==> config.mk <==
export PLATFORM = sky130hd
export DESIGN_NAME = sym_decim
export DESIGN_NICKNAME = d
export VERILOG_FILES = /design/src/rtl/sym_decim.sv
export SDC_FILE = /design/constraint.sdc
export NUM_CORES = 1
export LEC_CHECK = 0
export CORE_MARGIN = 2
export CORE_UTILIZATION = 51
export CTS_CLUSTER_SIZE = 28
export DETAILED_ROUTE_END_ITERATION = 7
export PLACE_DENSITY = 0.81
export SLEW_MARGIN = 40
export SYNTH_ARGS = -nofsm -noshare
export SYNTH_HDL_FRONTEND = slang
export SYNTH_SLANG_ARGS = --single-unit
==> constraint.sdc <==
create_clock -name clk -period 2.66 [get_ports clk]
set_clock_uncertainty 0.1 [all_clocks]
set_input_delay 0.266 -clock clk [delete_from_list [all_inputs] [get_ports clk]]
set_output_delay 0.266 -clock clk [all_outputs]
set_load 0.01 [all_outputs]
==> src/rtl/sym_decim.sv <==
// Symbol decimator: keeps one selected sample phase per symbol and flags strobe misalignment.
// Optional slicer decision output is enabled by defining SYM_DECIM_SLICER_EN.
module sym_decim #(
    parameter int WIDTH  = 18,
    parameter int SPS    = 4,
    parameter int PH_W   = 2,
    parameter int THRESH = 65536
) (
    input  logic                    clk,
    input  logic                    reset,
    input  logic                    sam_clk_en,
    input  logic                    sym_clk_en,
    input  logic signed [WIDTH-1:0] x_in,
    input  logic [PH_W-1:0]         phase_sel,
    input  logic                    clr_err,
    output logic signed [WIDTH-1:0] sym_out,
    output logic                    sym_valid,
    output logic [1:0]              sym_dec,
    output logic                    align_err,
    output logic [15:0]             sym_cnt
);

    logic [PH_W-1:0]         ph_reg, ph_next;
    logic [PH_W-1:0]         phase_q_reg;
    logic signed [WIDTH-1:0] hold_reg;
    logic                    primed_reg;
    logic signed [WIDTH-1:0] sym_out_reg;
    logic                    sym_valid_reg;
    logic [1:0]              sym_dec_reg;
    logic                    align_err_reg;
    logic [15:0]             sym_cnt_reg;

    logic [PH_W-1:0] eph;
    logic            capture;
    logic            release_sym;
    logic            align_set;
    logic [1:0]      dec_next;

    // Gray decision around +/-THRESH, from the value being released
    function automatic logic [1:0] slice(input logic signed [WIDTH-1:0] v);
        if (int'(v) >= THRESH)
            return 2'b10;
        else if (int'(v) >= 0)
            return 2'b11;
        else if (int'(v) >= -THRESH)
            return 2'b01;
        else
            return 2'b00;
    endfunction

    always_comb begin
        eph         = sym_clk_en ? '0 : ph_reg;
        capture     = sam_clk_en && (eph == phase_q_reg);
        release_sym = sym_clk_en && primed_reg;
        align_set   = (sym_clk_en && sam_clk_en && (ph_reg != '0))
                   || (sym_clk_en && !sam_clk_en)
                   || (sam_clk_en && !sym_clk_en && (ph_reg == '0));
        ph_next     = ph_reg;
        if (sam_clk_en)
            ph_next = (eph == PH_W'(SPS - 1)) ? '0 : eph + PH_W'(1);
        else if (sym_clk_en)
            ph_next = '0;
`ifdef SYM_DECIM_SLICER_EN
        dec_next = slice(hold_reg);
`else
        dec_next = 2'b00;
`endif
    end

    always_ff @(posedge clk or negedge reset) begin
        if (!reset) begin
            ph_reg        <= '0;
            phase_q_reg   <= '0;
            hold_reg      <= '0;
            primed_reg    <= 1'b0;
            sym_out_reg   <= '0;
            sym_valid_reg <= 1'b0;
            sym_dec_reg   <= 2'b00;
            align_err_reg <= 1'b0;
            sym_cnt_reg   <= '0;
        end else begin
            ph_reg <= ph_next;
            if (sym_clk_en)
                phase_q_reg <= phase_sel;
            if (capture)
                hold_reg <= x_in;
            // a recapture on the releasing edge keeps the decimator primed
            if (capture)
                primed_reg <= 1'b1;
            else if (sym_clk_en)
                primed_reg <= 1'b0;
            sym_valid_reg <= release_sym;
            if (release_sym) begin
                sym_out_reg <= hold_reg;
                sym_dec_reg <= dec_next;
                sym_cnt_reg <= sym_cnt_reg + 16'd1;
            end
            if (align_set)
                align_err_reg <= 1'b1;
            else if (clr_err)
                align_err_reg <= 1'b0;
        end
    end

    assign sym_out   = sym_out_reg;
    assign sym_valid = sym_valid_reg;
    assign sym_dec   = sym_dec_reg;
    assign align_err = align_err_reg;
    assign sym_cnt   = sym_cnt_reg;

endmodule

==> impl_metrics.ini <==
[global_route]
grt.overflow.total = 0
use_met2_pct = 34.65
grt_max_degree = 35
grt_util_met3_pct = 5.939
grt.busiest_layer = met2
grt_usage_pct = 20.67
grt_pass1_wl_mm = 8.197
grt_pass1_vias = 1673
gr-usage-met1_pct = 25.58
antenna_found_initial = 0

[sta]
clock.fmax_mhz = 519.6
drv_slew = 0
holdWs_ns = 0.3654
tightest_slew_ns = 0.5646
fin_crit_ns = 1.924
rsz0062_at_grt = no
fin_tns_setup_ns = 0
max_slew_margin_pct = 62.36
period_share_pct = 72.35
hold_viol = 0
setup_viol = 0

[cts]
cts-root-buf = clkbuf_8
cts_setup_buffers = 0
cts.sinks = 59
clk_latency_ns = 0.32
cts_tree = yes
cts_resized = 0
cts_max_level = 3
clk_path_buf_depth = 2
cts_hold_buf = 1
clk_pin_slew_ns = 0.06
cts_buffers = 9

[synthesis]
ys_seq_area_share_pct = 61.36
synth.cell_area_um2 = 2406
yosysWarnings = 0
synth_cells = 162
synth.avg_cell_area_um2 = 14.85
synth-seq-cells = 59
synthDistinctLibCells = 26

[floorplan]
die_area_um2 = 5283
fp.dieH_um = 72.69
fp.coreArea_um2 = 4444
ioPinCount = 63
initial_utilization_pct = 54.14
die_x_um = 72.69
num_rows = 24

[cells_and_area]
stdcell_count = 290
num-nets-final = 259
final_cell_mix = dfrtp_1 (59), clkdlybuf4s50_1 (59), mux2_2 (30)
final_util_pct = 72.66
finish.instance_area_um2 = 3229
n_antenna_cell = 0
area_growth_pct = 34.22
n_fill_cell = 317
drive_gt1_share_pct = 26.05

[flow_run]
max_cap_violations = 0

[power]
power_density_nw_per_um2 = 937.4
leakagePower_nw = 1.417
peakVddDrop_v = 0.0006660

[routing]
routed_wl_mm = 4.817
drc = 0
vias = 1528
firstDrtPassIters = 4
drt_iter0_drc = 97
final_antenna_net_count = 0
drt-wirelength-per-cell_um = 16.61
routed_via_density = 5.269

[place]
dp_cells = 273
gp_congestion = 0.8595
dpl_cell_area_um2 = 3047
port_buffers = 60
dp_hpwl_mm = 3.549

[critical_path]
startpoint_type = flop
reg2reg_slack_ns = 0.74
arrival_ns = 2.03
r2r_cells = 5
critPathLaunch = ph_reg[0]
end_kind = flop
cp.required_ns = 2.77
worst_r2r_endpoint = hold_reg[4]
timing.rr.start = ph_reg[0]
worstSetupPathType = flop to flop
cp_max_fo = 19

[status]
status = finished clean

[min_path]
min_path_type = input pin to asynchronous set/reset pin
==> metal layers <==
layer  share of wire, %  wire, um  vias to the layer above
met1                 42      2023                      774
met5                  0         0                        -
met3                4.6       223                        7
met2                 52      2509                       49
li1                   -         -                      698
met4                1.2        60                        0
==> power breakdown <==
part	internal (mW)	switching, mW
logic	0.601	0.318
registers	1.19	0.199
clock network	0.387	0.328
==> worst max-delay path, cell delays in order (launching register included) <==
cell,delay [ns]
dfrtp_1,0.43
and4bb_2,0.31
nand3_1,0.13
o211ai_4,0.11
buf_4,0.33
mux2_2,0.38
==> layout make-up <==
class	count	area, um^2	area share (%)
clock inverter	2	10.01	0.3100
tap	52	65.06	2.015
sequential	59	1476	45.72
clock buffer	14	162.7	5.037
inverter	3	16.27	0.5037
multi-input combinational	96	870.8	26.97
timing repair buffer	64	628.1	19.45
==> how the worst max path moves through the flow <==
stage	slack, ns	cells after the start	end
2_1_floorplan	0.99	5	hold_reg[10]
3_3_place_gp	0.48	6	hold_reg[17]
3_5_place_dp	0.38	6	hold_reg[4]
4_1_cts	0.73	5	hold_reg[4]
5_1_grt	0.67	5	hold_reg[7]
6_report	0.74	5	hold_reg[4]
==> through the flow <==
stage               worst slack [ns]  power, mW
floorplan                     0.9923      1.814
global placement              0.4817      2.278
detailed placement            0.3796      2.334
CTS                           0.7278      3.064
global route                  0.6717      3.199
finish                        0.7356      3.027
==> cell usage after synthesis <==
master	count	area share [%]
dfrtp_1	59	61
mux2_2	30	14
xnor2_1	15	5.5
mux2_4	9	5.6
nand2_1	8	1.2
nand3_1	6	1.2
nand4_1	5	1.3
and3_1	4	1.0
nor2_1	4	0.62
xor2_1	4	1.5
buf_4	2	0.62
inv_1	2	0.31
a21o_2	1	0.36
and4_1	1	0.36
and4bb_2	1	0.52
buf_2	1	0.21
buf_6	1	0.47
buf_8	1	0.62
clkinv_4	1	0.36
conb_1	1	0.16
ha_1	1	0.52
nand2_2	1	0.26
nor3_2	1	0.42
o211ai_1	1	0.31
o211ai_4	1	0.88
o21ai_0	1	0.21
==> logic make-up after synthesis <==
group,share of synthesized area [%]
compound gates,1.768
xor+xnor,6.916
fa+ha+maj,0.5199
buf+inv,2.600
flops,61.36
mux,19.66
other cells,0.1559
simple gates,7.020
No activity file was read; power rests on OpenSTA's default activity.
